$ cat config.mk
export PLATFORM = sky130hd
export DESIGN_NAME = sar_adc_seq
export DESIGN_NICKNAME = d
export VERILOG_FILES = /design/src/rtl/sar_adc_pkg.sv /design/src/rtl/sar_adc_core.sv /design/src/rtl/sar_adc_seq.sv
export SDC_FILE = /design/constraint.sdc
export NUM_CORES = 1
export LEC_CHECK = 0
export BUFFER_PORTS_ARGS = -buffer_cell sky130_fd_sc_hd__buf_2
export CAP_MARGIN = 20
export CORE_UTILIZATION = 30
export DETAILED_ROUTE_END_ITERATION = 16
export PLACE_DENSITY = 0.5
export SLEW_MARGIN = 10
export SYNTH_ARGS = -nofsm -noshare
export SYNTH_HDL_FRONTEND = slang
export SYNTH_SLANG_ARGS = --single-unit
$ cat constraint.sdc
create_clock -name clk -period 2.7 [get_ports clk]
set_input_delay 0.27 -clock clk [delete_from_list [all_inputs] [get_ports clk]]
set_output_delay 0.27 -clock clk [all_outputs]
set_load 0.02 [all_outputs]
$ cat src/rtl/sar_adc_pkg.sv
// rtl/sar_adc_pkg.sv - shared state encoding and channel-pick helper for the SAR scan sequencer
package sar_adc_pkg;

  typedef enum logic [1:0] {IDLE, SETTLE, CONV, DONE} state_e;

  localparam int MAX_CH = 32;

  typedef struct packed {
    logic       found;
    logic [4:0] ch;
  } ch_pick_t;

  // Lowest set channel strictly above 'from'; from = -1 picks the lowest set channel.
  function automatic ch_pick_t next_ch(input logic [MAX_CH-1:0] mask, input int from);
    ch_pick_t p;
    p = '0;
    for (int i = MAX_CH - 1; i >= 0; i--) begin
      if (i > from && mask[i]) begin
        p.found = 1'b1;
        p.ch    = 5'(i);
      end
    end
    return p;
  endfunction

endpackage

$ cat src/rtl/sar_adc_core.sv
// rtl/sar_adc_core.sv - successive-approximation bit pointer and DAC trial/result registers
import sar_adc_pkg::*;

module sar_adc_core #(
  parameter int ADC_WIDTH = 8
) (
  input  logic                 clk,
  input  logic                 rst_n,
  input  logic                 load,
  input  logic                 step,
  input  logic                 cmp,
  output logic [ADC_WIDTH-1:0] DACF,
  output logic [ADC_WIDTH-1:0] result,
  output logic                 last_bit
);

  localparam int PW = $clog2(ADC_WIDTH);

  logic [ADC_WIDTH-1:0] dacf_q, dacf_d;
  logic [ADC_WIDTH-1:0] result_q, result_d;
  logic [PW-1:0]        ptr_q, ptr_d;

  // load wins over step so a back-to-back repetition can restart on the LSB cycle
  always_comb begin
    dacf_d   = dacf_q;
    result_d = result_q;
    ptr_d    = ptr_q;
    if (load) begin
      dacf_d                = '0;
      dacf_d[ADC_WIDTH-1]   = 1'b1;
      result_d              = '0;
      ptr_d                 = PW'(ADC_WIDTH - 1);
    end else if (step) begin
      result_d[ptr_q] = cmp;
      if (ptr_q != '0) begin
        dacf_d                         = result_d;
        dacf_d[PW'(ptr_q - 1'b1)]      = 1'b1;
        ptr_d                          = PW'(ptr_q - 1'b1);
      end else begin
        dacf_d = '0;
      end
    end
  end

  always_ff @(posedge clk or negedge rst_n) begin
    if (!rst_n) begin
      dacf_q   <= '0;
      result_q <= '0;
      ptr_q    <= '0;
    end else begin
      dacf_q   <= dacf_d;
      result_q <= result_d;
      ptr_q    <= ptr_d;
    end
  end

  assign DACF     = dacf_q;
  assign result   = result_q;
  assign last_bit = (ptr_q == '0);

endmodule

$ cat src/rtl/sar_adc_seq.sv
// rtl/sar_adc_seq.sv - multi-channel SAR scan sequencer; SAR_AVG_EN enables per-channel averaging
import sar_adc_pkg::*;

module sar_adc_seq #(
  parameter int ADC_WIDTH  = 8,
  parameter int CH_NUM     = 4,
  parameter int SETTLE_CYC = 2,
  parameter int AVG_LOG2   = 2
) (
  input  logic                      clk,
  input  logic                      rst_n,
  input  logic                      start,
  input  logic                      cont,
  input  logic [CH_NUM-1:0]         ch_mask,
  input  logic                      cmp,
  output logic [ADC_WIDTH-1:0]      DACF,
  output logic [$clog2(CH_NUM)-1:0] mux_sel,
  output logic                      busy,
  output logic                      eoc,
  output logic                      den,
  output logic [ADC_WIDTH-1:0]      Dout,
  output logic [$clog2(CH_NUM)-1:0] Dch,
  output logic                      scan_done
);

  localparam int CW   = $clog2(CH_NUM);
  localparam int SETW = $clog2(SETTLE_CYC) + 1;

  state_e               state_q, state_d;
  logic [CH_NUM-1:0]    mask_q, mask_d;
  logic [CW-1:0]        mux_q, mux_d;
  logic [SETW-1:0]      set_q, set_d;
  logic                 busy_q, busy_d;
  logic                 eoc_q, eoc_d;
  logic                 scan_done_q, scan_done_d;
  logic [ADC_WIDTH-1:0] dout_q, dout_d;
  logic [CW-1:0]        dch_q, dch_d;

  logic                 load, step, last_bit;
  logic [ADC_WIDTH-1:0] result;
  ch_pick_t             pick_lo, pick_nx;

`ifdef SAR_AVG_EN
  localparam int RW    = (AVG_LOG2 > 0) ? AVG_LOG2 : 1;
  localparam int ACC_W = ADC_WIDTH + AVG_LOG2;
  logic [RW-1:0]    rep_q, rep_d;
  logic [ACC_W-1:0] sum_q, sum_d;
`else
  // Averaging depth only matters when the accumulator is built.
  localparam int avg_log2_unused = AVG_LOG2;
`endif

  sar_adc_core #(.ADC_WIDTH(ADC_WIDTH)) u_core (
    .clk      (clk),
    .rst_n    (rst_n),
    .load     (load),
    .step     (step),
    .cmp      (cmp),
    .DACF     (DACF),
    .result   (result),
    .last_bit (last_bit)
  );

  always_comb begin
    pick_lo     = next_ch(MAX_CH'(ch_mask), -1);
    pick_nx     = next_ch(MAX_CH'(mask_q), int'(mux_q));
    state_d     = state_q;
    mask_d      = mask_q;
    mux_d       = mux_q;
    set_d       = set_q;
    busy_d      = busy_q;
    eoc_d       = 1'b0;
    scan_done_d = 1'b0;
    dout_d      = dout_q;
    dch_d       = dch_q;
    load        = 1'b0;
    step        = 1'b0;
`ifdef SAR_AVG_EN
    rep_d       = rep_q;
    sum_d       = sum_q;
`endif
    case (state_q)
      IDLE: begin
        if (start && (ch_mask != '0)) begin
          mask_d  = ch_mask;
          mux_d   = pick_lo.ch[CW-1:0];
          set_d   = '0;
          busy_d  = 1'b1;
          state_d = SETTLE;
        end
      end
      SETTLE: begin
        if (set_q == SETW'(SETTLE_CYC - 1)) begin
          load    = 1'b1;
          state_d = CONV;
        end else begin
          set_d = set_q + 1'b1;
        end
      end
      CONV: begin
        step = 1'b1;
        if (last_bit) begin
`ifdef SAR_AVG_EN
          // result bit 0 is still clear here, so OR-ing cmp gives the finished code
          sum_d = sum_q + ACC_W'(result | ADC_WIDTH'(cmp));
          if (rep_q != RW'((1 << AVG_LOG2) - 1)) begin
            load  = 1'b1;
            rep_d = rep_q + 1'b1;
          end else begin
            state_d = DONE;
          end
`else
          state_d = DONE;
`endif
        end
      end
      DONE: begin
        eoc_d = 1'b1;
        dch_d = mux_q;
`ifdef SAR_AVG_EN
        dout_d = sum_q[ACC_W-1:AVG_LOG2];
        sum_d  = '0;
        rep_d  = '0;
`else
        dout_d = result;
`endif
        set_d = '0;
        if (pick_nx.found) begin
          mux_d   = pick_nx.ch[CW-1:0];
          state_d = SETTLE;
        end else begin
          scan_done_d = 1'b1;
          if (cont && (ch_mask != '0)) begin
            mask_d  = ch_mask;
            mux_d   = pick_lo.ch[CW-1:0];
            state_d = SETTLE;
          end else begin
            busy_d  = 1'b0;
            state_d = IDLE;
          end
        end
      end
      default: state_d = IDLE;
    endcase
  end

  always_ff @(posedge clk or negedge rst_n) begin
    if (!rst_n) begin
      state_q     <= IDLE;
      mask_q      <= '0;
      mux_q       <= '0;
      set_q       <= '0;
      busy_q      <= 1'b0;
      eoc_q       <= 1'b0;
      scan_done_q <= 1'b0;
      dout_q      <= '0;
      dch_q       <= '0;
`ifdef SAR_AVG_EN
      rep_q       <= '0;
      sum_q       <= '0;
`endif
    end else begin
      state_q     <= state_d;
      mask_q      <= mask_d;
      mux_q       <= mux_d;
      set_q       <= set_d;
      busy_q      <= busy_d;
      eoc_q       <= eoc_d;
      scan_done_q <= scan_done_d;
      dout_q      <= dout_d;
      dch_q       <= dch_d;
`ifdef SAR_AVG_EN
      rep_q       <= rep_d;
      sum_q       <= sum_d;
`endif
    end
  end

  assign mux_sel   = mux_q;
  assign busy      = busy_q;
  assign eoc       = eoc_q;
  assign den       = eoc_q;
  assign Dout      = dout_q;
  assign Dch       = dch_q;
  assign scan_done = scan_done_q;

endmodule
* Word-level counts from Yosys, hierarchy flattened
Cells that the tools add are included.
** Word-level totals
- Bits in registers :: 42
- Output and inout bits :: 24
- Word-level logic and storage cells :: 102
** Operators by class
- Add/subtract/negate cells :: 2
- $lt $le $gt $ge :: 7
- Equality and inequality tests :: 12
- Mux-type cells :: 47
- Bitwise logic cells :: 1
- Reductions and logical operators :: 21
** Operators with widths (count)
- $mux 8 :: 5
- $mux 2 :: 12
- $mux 6 :: 3
- $ne 2x2->1 const B :: 7
- $mux 1 :: 13
- $mux 4 :: 3
- $mux 3 :: 3
- $reduce_and 3->1 :: 3
- $bwmux 8 :: 1
- $lt 3x4->1 const B :: 2
- $or 8x8->8 :: 1
- $pmux 2 s4 :: 1
- $pmux 4 s2 :: 1
- $reduce_and 4->1 :: 2
- $logic_and 1x1->1 :: 7
- $demux 1 s3 :: 2
- $ge 3x1->1 const B :: 2
- $pmux 2 s3 :: 1
- $reduce_bool 2->1 :: 3
- $reduce_bool 3->1 :: 2
- $eq 2x1->1 const B :: 2
- $eq 2x2->1 const B :: 2
- $gt 2x2->1 const A :: 2
- $pmux 2 s2 :: 1
- other kinds (9) :: 9

* Logic depth before layout (Yosys ltp)
Gate-level depths: netlist of run 1.
- Depth after elaboration :: 9
- Gate-level depth with buffers :: 8
- Depth with buffers taken out :: 7

* By module
A second synthesis of run 1 with hierarchy kept.
** Unflattened totals
- Cells, all modules :: 228
- Area, all modules :: 2356.0 sq um
** Modules (own cells, without submodules)
- sar_adc_core :: times used 1, cells an instance 128, area an instance 1232.4 sq um
- sar_adc_seq :: times used 1, cells an instance 100, area an instance 1123.6 sq um

* Least setup slack after synthesis of run 1
OpenSTA, ideal clock, no wires.
- Path kind :: register -> register
- Start point :: reg u_core.ptr_q[0]
- End point :: reg u_core.dacf_q[2], in the netlist u_core.DACF[2]
- Library setup time :: 126 ps
- Data arrival time :: 1748 ps
- Path slack :: 827 ps
- Stages on the path, launching flop included :: 9
- Buffers on the path :: 1
- Clock period less this slack :: 1873 ps
- Cell sequence :: dfrtp_1 -> buf_2 -> clkinv_1 -> ha_1 -> inv_1 -> o21ai_1 -> nand2b_1 -> nor3_1 -> a221o_1
** Between the ends
- Cells in the longest elaborated chain, start to end :: 9
- Elaborated cells on any way between the ends :: 17
** Ends and longest elaborated chain
- start, declared :: RTL line sar_adc_core.sv:21 : logic [PW-1:0] ptr_q, ptr_d;
- start signal, assigned :: RTL line sar_adc_core.sv:53 : ptr_q <= ptr_d;
- $sub 3x1->3, or another cell as far along :: RTL line sar_adc_core.sv:37 : dacf_d[PW'(ptr_q - 1'b1)] = 1'b1;
- $lt 3x4->1 (not written as such), or another cell as far along :: RTL line sar_adc_core.sv:37
- $logic_and 1x1->1 (not written as such) / $mux 1 (equally long branches) :: RTL line sar_adc_core.sv:37, sar_adc_core.sv:34
- $mux 1 (not written as such) / $demux 1 s3 (equally long branches)
- $demux 1 s3 / $bwmux 8 (equally long branches)
- $or 8x8->8 (no line)
- $mux 8 (*) :: RTL line sar_adc_core.sv:35 : if (ptr_q != '0) begin
- $mux 8 (*) :: RTL line sar_adc_core.sv:33 : end else if (step) begin
- $mux 8 (*) :: RTL line sar_adc_core.sv:28 : if (load) begin
- end signal, assigned :: RTL line sar_adc_core.sv:47 : dacf_q <= '0;
- end signal, assigned :: RTL line sar_adc_core.sv:51 : dacf_q <= dacf_d;
- end, declared :: RTL line sar_adc_core.sv:19 : logic [ADC_WIDTH-1:0] dacf_q, dacf_d;
Every way passes the cells marked *; elsewhere a longest branch is shown, timed or not. The select of a mux whose other input is x is not followed.
A chain may end at the register's enable or synchronous reset.

* Worst setup path in the final report of run 1
- Start point :: reg u_core.ptr_q[0]
- End point :: reg u_core.dacf_q[6], in the netlist u_core.DACF[6]
The elaborated chain is that of the path after synthesis.

==> impl_results.md, run 1 <==
* Slowest stage delay, CP at slightly above 500 ps
* Worst Hold Class: in -> async
* Post-layout min period at roughly 2000 ps
* Total grt overflow at 0
* Yosys warning count at 0
* Worst-Skew Late Latency at 290 ps
* H-tree depth at 2
* Most common cell in the netlist: dfrtp_1
* Rel. slew slack at 40.6%
* Largest area contributor in the netlist: dfrtp_1
* Die ar. at 0.00746 mm2
* Slowest-stage cell, CP: dfrtp_1
* WS Path Type: reg -> reg
* Outcome: complete, no violations
* Hold-fix buffers, CTS at 0
* Root Driver: clkbuf_8
* Clock sinks at between 40 and 50
* Setup violators final at 0
* Nets@finish at 260
* Die Wd at around 86 um
* Via count at approximately 1600
* Top cell type's share of synthesized area at about half
* Iter 0 DRT Violations at between 70 and 80
* Share of layout cells above drive strength 1 at ~24%
* Comb power frac at slightly above 50%
* Vias per inst at 4.76
* Maximum clock rate at 0.500 GHz
* Post-synthesis cell area at ~0.0021 mm2
* # resized after CTS at 0
* Drt first pass iters at 4
* Seq/Total Area, Yosys at between 40% and 50%
* Routability cong. at ~0.76
* # fillers at 716
* Max Clock Skew at approximately 9.8 ps
* Max cap viols at 0
* Seq pwr share at roughly a third
* RSZ-0062 raised after global routing: false
* Final Slew Violations at 0
* CTS clk-pin slew, worst paths at approximately 80 ps
* CTS tree: done
* # IOs at 33
* Avg WL per Cell at roughly 13 um
* Leakage at 1.14 nW
* Power density over the cells at 1360 mW/mm2
* Synth top cells by count: dfrtp_1 (41), nand2_1 (17), nor2_1 (16)
* Worst VDD drop at 0.373 mV
* Largest net degree at the start of global routing at 42
* Synth top area cells: dfrtp_1 (48%), mux2_2 (5.3%), ha_1 (4.1%), mux2i_1 (3.7%), nand2_1 (3.0%)
* Antenna-violating nets left at 0
* Yosys cell types at between 40 and 50
* Diode count at 0
* Sw frac at between 40% and 50%
* WL final at 4520 um
* Critical path's top delay family: simple AND/OR/NAND/NOR gates
* P_int at ~1.9 mW
* CP Cell Sequence: clkinv_1, ha_1, inv_1, o21ai_1, nand2b_1, nor3_1, a221o_1
* Post-synthesis net count at 227
* CP Max Fanout at 9
* Setup_tns at 0 ps
* Clock network power share at between 10% and 20%
* GRT Util Overall at 12.8%
* Area growth, synth to finish at 17.6%
* Initial Utilization at 31.3%
* Ys flop type: dfrtp_1
* Final period utilization at 74.1%
* Async set-reset flop share out of synthesis at 100%
* Antenna violations before repair at 0
* CP Buf/Inv Count at 2
* Core area at roughly 0.0068 mm2
* Hpwl dp at 3370 um
* NetSw at roughly 1.5 mW
* Crit end category: register
* PortBufs at 32
* Final core occ at between 30 and 40%
* CTS buffer count at 5
* Worst EP required at approximately 2900 ps
* Row count at 30
* DR DRC count at 0
* Setup crit start kind: register
* CP arrival at 2230 ps
* Clock tree buffer depth at 2
* First-pass GRT wire length at 7540 um
* Syn avg cell area at between 10 and 15 um2
* Register bit count reported by yosys at a little over 40
* Die Y at approximately 86 um
* Postcts setup bufs at 0
* Vias in the first global route at 1592
* Post-synth EDFFs at 0
* Fin. Hold Viols at 0
* Worst slew pin tran at 892 ps
* Post-Syn Instances at approximately 210
==> registers in the layout, summed over array words and instances, names as in the netlist <==
signal and flops:
Dch 2, scan_done 1, u_core.ptr_q 3, mask_q 3, den 1, state_q 2, set_q 2, u_core.result 8
Dout 8, mux_sel 2, u_core.DACF 8, busy 1
==> per-layer routing <==
metal,global-route usage [%],wire [um],vias to the layer above,part of all wire [%]
met5,0,0,-,0
met4,2.73,46,0,1.0
met3,3.05,120,4,2.7
met2,21.2,2130,24,47
met1,17.2,2220,769,49
li1,-,-,826,-
==> cells by family after synthesis <==
group                      share of synthesized area (%)
buffers and inverters                               4.28
and+or+nand+nor                                     15.5
adders and majority gates                           4.10
DFF                                                 48.0
xor gates and xnor gates                            1.23
muxes                                               9.72
AOI/OAI and AO/OA                                   17.1
==> power by group through the flow <==
stage               Combinational [mW]  Clock (mW)  Sequential (mW)
floorplan                         1.16           0             1.29
global placement                  1.75           0             1.18
detailed placement                1.76           0             1.18
CTS                               1.76       0.528             1.16
global route                      1.93       0.555             1.21
finish                            1.74       0.512             1.16
==> final cells by class <==
type / instances / area [um2] / share of cell area (%)
Clock buffer: 7 / 86.3 / 3.44
Multi-Input combinational cell: 149 / 1020 / 40.5
Timing Repair Buffer: 36 / 190 / 7.57
Tap cell: 96 / 120 / 4.78
Sequential cell: 41 / 1030 / 40.8
Clock inverter: 1 / 30.0 / 1.20
Inverter: 11 / 41.3 / 1.64
==> final timing paths <==
| kind | slack (ps) | end | start | cells past startpoint |
|---|---|---|---|---|
| max | 700 | u_core.DACF[6] | u_core.ptr_q[0] | 7 |
| min | 100 | u_core.DACF[5] | rst_n | 1 |
| max reg2reg | 700 | u_core.DACF[6] | u_core.ptr_q[0] | 7 |
| min reg2reg | 480 | u_core.DACF[5] | u_core.DACF[5] | 1 |
| max in group asynchronous | 2040 | u_core.result[1] | rst_n | 1 |
| min in group clk | 290 | mask_q[2] | ch_mask[2] | 3 |
==> layout by cell type (no fill, tap or decap), types with 5 or more instances in the layout <==
cell,instances
dfrtp_1,41
buf_2,32
nand2_1,17
nor2_1,16
inv_1,10
mux2_2,10
a21oi_1,9
nand3_1,9
o21ai_0,9
nor3_1,8
mux2i_1,8
a211oi_1,8
ha_1,7
clkbuf_8,6
o221ai_1,5
==> stage by stage <==
stage / hold WS [ps] / instances / worst slack [ps] / instance area [um2] / power [mW]
2_1_floorplan: -25.6 / 211 / 827 / 2140 / 2.45
3_3_place_gp: 458 / 333 / 715 / 2400 / 2.92
3_5_place_dp: 465 / 333 / 729 / 2400 / 2.93
4_1_cts: 147 / 341 / 706 / 2510 / 3.46
5_1_grt: 187 / 341 / 511 / 2510 / 3.69
6_report: 103 / 341 / 699 / 2510 / 3.41
Note: power is estimated with default switching activity, not from simulation.
==> run 2: changes to the inputs <==
==> constraint.sdc (replaced) <==
create_clock -name clk -period 2.05 [get_ports clk]
set_input_delay 0.205 -clock clk [delete_from_list [all_inputs] [get_ports clk]]
set_output_delay 0.205 -clock clk [all_outputs]
set_load 0.02 [all_outputs]
==> impl_results.md, run 2 (synthesis gave the netlist of run 1 again) <==
* Die Y at between 80 and 90 um
* Min Hold Slack at roughly 210 ps
* CTS buffer count at 5
* DR DRC count at 0
* Antenna-violating nets left at 0
* CP Cell Sequence: inv_1, ha_1, and2_1, nor2_1, a221o_1
* Setup_tns at 0 ps
* Antenna violations before repair at 0
* Vias per inst at 4.89
* PortBufs at 32
* Rel. slew slack at between 60% and 70%
* First-pass GRT wire length at slightly below 8000 um
* Hpwl dp at roughly 3400 um
* Crit end category: register
* H-tree depth at 2
* Drt first pass iters at 4
* Worst VDD drop at around 0.67 mV
* Commonest non-fill, non-tap cell in the layout: dfrtp_1
* Final Slew Violations at 0
* Final period utilization at 92.1%
* CP arrival at between 2000 and 2500 ps
* Slowest stage delay, CP at 440 ps
* Die ar. at between 0.007 and 0.008 mm2
* Vias in the first global route at 1675
* Worst Hold Class: in -> reg
* CTS clk-pin slew, worst paths at 80 ps
* Area growth, synth to finish at 18.2%
* Iter 0 DRT Violations at 73
* Setup crit start kind: register
* Via count at roughly 1700
* Maximum clock rate at about 0.53 GHz
* Multi-input combinational cell area at approximately 0.0010 mm2
* CTS tree: done
* Total grt overflow at 0
* WL final at ~4700 um
* Leakage at around 1.2 nW
* Slowest-stage cell, CP: and2_1
* Share of layout cells above drive strength 1 at a little over a quarter
* CP Max Fanout at 11
* Worst-Skew Late Latency at a little under 300 ps
* Postcts setup bufs at 0
* # IOs at 33
* Clock sinks at between 40 and 50
* RSZ-0062 raised after global routing: false
* Root Driver: clkbuf_8
* Max cap viols at 0
* Most frequent cells in the layout: dfrtp_1 (41), buf_2 (32), nand2_1 (17), nor2_1 (16)
* Die Wd at 86.4 um
* # fillers at 720
* Worst slew pin tran at 520 ps
* Power density over the cells at approximately 1700 mW/mm2
* Routability cong. at 0.731
* Row count at 30
* Fin. Hold Viols at 0
* Nets@finish at ~270
* Avg WL per Cell at 13.7 um
* Outcome: complete, no violations
* Max Clock Skew at 4.83 ps
* Final total power at 4.40 mW
* Diode count at 0
* Clock tree buffer depth at 2
* Worst EP required at around 2200 ps
* Core area at between 0.006 and 0.007 mm2
* Reg area at around 0.0010 mm2
* Largest net degree at the start of global routing at 42
* Initial Utilization at a little under a third
* Setup violators final at 0
* WS Path Type: reg -> reg
* GRT Util Overall at about 14%
* Post-layout min period at around 1900 ps
## run 2: cell count changes in the layout (fill, tap and decap cells not counted)
cell           previous run  this run
clkinv_2                  0         1
dlygate4sd3_1             0         1
buf_4                     4         9
a311oi_2                  0         1
a311oi_1                  1         0
bufinv_16                 1         0
clkbuf_8                  6         5
clkbuf_1                  1         0
## run 2: cell type report
class                   count  area share (%)
clock buffers               5            2.73
repair buffers             42            9.42
inverters                  11            1.64
flip-flops and latches     41            40.7
multi-input cells         149            40.6
clock inverters             1           0.198
well taps                  96            4.76
## run 2: final timing paths
path / startpoint / to / slack [ps] / depth (start not counted)
max in group asynchronous: rst_n / mux_sel[0] / 1190 / 3
max: state_q[1] / u_core.DACF[6] / 160 / 5
min in group asynchronous: rst_n / state_q[1] / 510 / 3
min: ch_mask[2] / mask_q[2] / 210 / 3
max reg2reg: state_q[1] / u_core.DACF[6] / 160 / 5
min reg2reg: u_core.DACF[5] / u_core.DACF[5] / 480 / 1
## run 2: timing repair
action,CTS,global route
resized for setup,0,1
hold endpoints to repair,28,0
setup endpoints to repair,0,2
hold buffers,1,0
## run 2: power breakdown
group	internal [mW]	total, mW	switching, mW
logic	1.01	2.40	1.39
clock network	0.224	0.493	0.269
registers	1.21	1.51	0.300
## run 2: critical path, delay by kind of cell, from the launching register on
kind / cells / cell delay (ps)
simple gates: 2 / 650
flops: 1 / 410
fa+ha+maj: 1 / 220
compound gates: 1 / 380
buf+inv: 1 / 100
## run 2: metrics by stage
stage          setup slack [ps]  std cells  instance area [um2]  util (%)
2_1_floorplan               177        211                 2140         -
3_3_place_gp                126        338                 2430      35.6
3_5_place_dp               90.0        338                 2430      35.6
4_1_cts                    83.1        345                 2520      36.8
5_1_grt                    8.29        345                 2520      36.9
6_report                    161        345                 2520      36.9
## run 2: layer usage
layer | share of wire (%) | GRT usage [%] | vias to the layer above
met5 | 0 | 0 | -
met4 | 1.6 | 5.91 | 0
met3 | 3.1 | 2.29 | 5
met2 | 47 | 22.9 | 32
met1 | 48 | 17.6 | 812
li1 | - | - | 839
==> run 3: changes to the inputs <==
--- a/config.mk
+++ b/config.mk
@@ -7,9 +7,9 @@
 export LEC_CHECK = 0
 export BUFFER_PORTS_ARGS = -buffer_cell sky130_fd_sc_hd__buf_2
 export CAP_MARGIN = 20
-export CORE_UTILIZATION = 30
+export CORE_UTILIZATION = 45
 export DETAILED_ROUTE_END_ITERATION = 16
-export PLACE_DENSITY = 0.5
+export PLACE_DENSITY = 0.68
 export SLEW_MARGIN = 10
 export SYNTH_ARGS = -nofsm -noshare
 export SYNTH_HDL_FRONTEND = slang
==> impl_results.md, run 3 (synthesis gave the netlist of run 1 again) <==
* PortBufs at 32
* Clock network power share at 12.9%
* Commonest non-fill, non-tap cell in the layout: dfrtp_1
* Die ar. at between 0.005 and 0.006 mm2
* CP arrival at 2060 ps
* Avg WL per Cell at roughly 14 um
* Met1 Resource Use GR at about a quarter
* Sw frac at 43.3%
* CP Cell Sequence: inv_1, ha_1, and2_1, nor2_1, a221o_1
* CTS tree: done
* # IOs at 33
* Final non-filler cell total at ~300
* CP Max Fanout at 11
* GRT Util Overall at a little under a fifth
* Slowest-stage cell, CP: dfrtp_1
* Root Driver: clkbuf_8
* NetSw at about 1.9 mW
* Rel. slew slack at between 60 and 70%
* FF-to-FF setup slack at ~170 ps
* Comb power frac at a little over half
* Hpwl dp at 3170 um
* Worst slew pin tran at roughly 560 ps
* First-pass GRT wire length at approximately 7400 um
* Leakage at around 1.2 nW
* Setup violators final at 0
* Antenna-violating nets left at 0
* # fillers at 423
* Row count at 24
* Max cap viols at 0
* Worst-Skew Late Latency at ~290 ps
* Worst VDD drop at slightly below 0.8 mV
* Die Wd at between 70 and 80 um
* Antenna violations before repair at 0
* Crit end category: register
* Clock tree buffer depth at 2
* Min Hold Slack at about 230 ps
* Maximum clock rate at between 0.5 and 0.6 GHz
* DR DRC count at 0
* Iter 0 DRT Violations at 87
* Setup_tns at 0 ps
* Nets@finish at approximately 270
* Max Clock Skew at around 5.1 ps
* Vias in the first global route at between 1500 and 2000
* Fin. Hold Viols at 0
* Worst EP required at 2230 ps
* Largest net degree at the start of global routing at 28
* CTS clk-pin slew, worst paths at roughly 80 ps
* Vias per inst at 5.59
* Placed cells at around 300
* Clock sinks at 41
* Seq pwr share at between 30% and 40%
* CTS buffer count at 5
* Drt first pass iters at 6
* Share of layout cells above drive strength 1 at between 20% and 30%
* Final period utilization at between 90% and 100%
* Multi-input combinational cell area at a little over 0.001 mm2
* Core area at roughly 0.0044 mm2
* Worst Hold Class: in -> reg
* P_int at approximately 2.5 mW
* Post-layout min period at 1880 ps
* Grt met3 use at 3.13%
* Reg area at 0.00103 mm2
* Met2 usage at between 30% and 40%
* RSZ-0062 raised after global routing: false
* Via count at roughly 1700
* Total grt overflow at 0
* WS Path Type: reg -> reg
* Routability cong. at 0.857
* Critical path's top delay family: simple AND/OR/NAND/NOR gates
* Gr busiest metal: met2
* Setup crit start kind: register
* Die Y at ~70 um
* CP Buf/Inv Count at 1
* H-tree depth at 2
* Power density over the cells at around 1800 mW/mm2
* Diode count at 0
* Slowest stage delay, CP at roughly 420 ps
* Postcts setup bufs at 0
* Area growth, synth to finish at 17.2%
* Initial Utilization at 48.1%
* Final Slew Violations at 0
* Most frequent cells in the layout: dfrtp_1 (41), buf_2 (32), nand2_1 (17), nor2_1 (16)
* Outcome: complete, no violations
* WL final at about 4300 um
==> run 3: cell types whose count changed in the layout (fill, tap and decap cells not counted) <==
cell | before | now
clkbuf_8 | 5 | 7
buf_4 | 9 | 10
==> run 3: area by class of cell <==
type                            instances  area share (%)
Clock buffer                            7            3.85
Sequential cell                        41            41.0
Timing Repair Buffer                   43            9.80
Inverter                               11            1.65
Multi-Input combinational cell        149            40.9
Tap cell                               52            2.60
Clock inverter                          1           0.200
==> run 3: metal layers <==
metal	vias to the layer above	wire, um
met1	828	2050
met5	-	0
li1	836	-
met2	31	2070
met3	4	126
met4	0	34
==> run 3: what timing repair did <==
| item | 4_1_cts | 5_1_grt |
|---|---|---|
| endpoints found under the hold margin | 25 | 0 |
| gates resized for setup | 0 | 1 |
| hold buffers | 1 | 0 |
| setup endpoints to repair | 0 | 1 |
==> run 3: stage by stage <==
step	utilization [%]	instance area [um2]	setup slack (ps)	power, mW
floorplan	-	2140	177	3.23
global placement	53.7	2390	230	3.85
detailed placement	53.7	2390	146	3.89
CTS	56.2	2500	146	4.48
global route	56.3	2500	10.1	4.83
finish	56.3	2500	165	4.46
==> run 3: worst min-delay path, stage by stage <==
cell and delay, ps:
buf_2 130, nand3_1 80, o221ai_1 70
==> run 3: power groups by stage <==
stage | logic, mW | registers [mW] | clock network, mW
after floorplan | 1.52 | 1.70 | 0
after global placement | 2.34 | 1.51 | 0
after CTS | 2.38 | 1.51 | 0.593
after detailed placement | 2.37 | 1.52 | 0
after global routing | 2.64 | 1.56 | 0.629
final | 2.38 | 1.50 | 0.576
==> run 3: worst paths after layout <==
check	start	end	cells after the start
setup reg to reg	state_q[1]	u_core.DACF[2]	5
max in group asynchronous	rst_n	mask_q[1]	3
hold / removal	ch_mask[3]	mask_q[3]	3
setup / recovery	state_q[1]	u_core.DACF[2]	5
hold reg to reg	u_core.DACF[1]	u_core.DACF[1]	1
min in group asynchronous	rst_n	u_core.DACF[5]	2
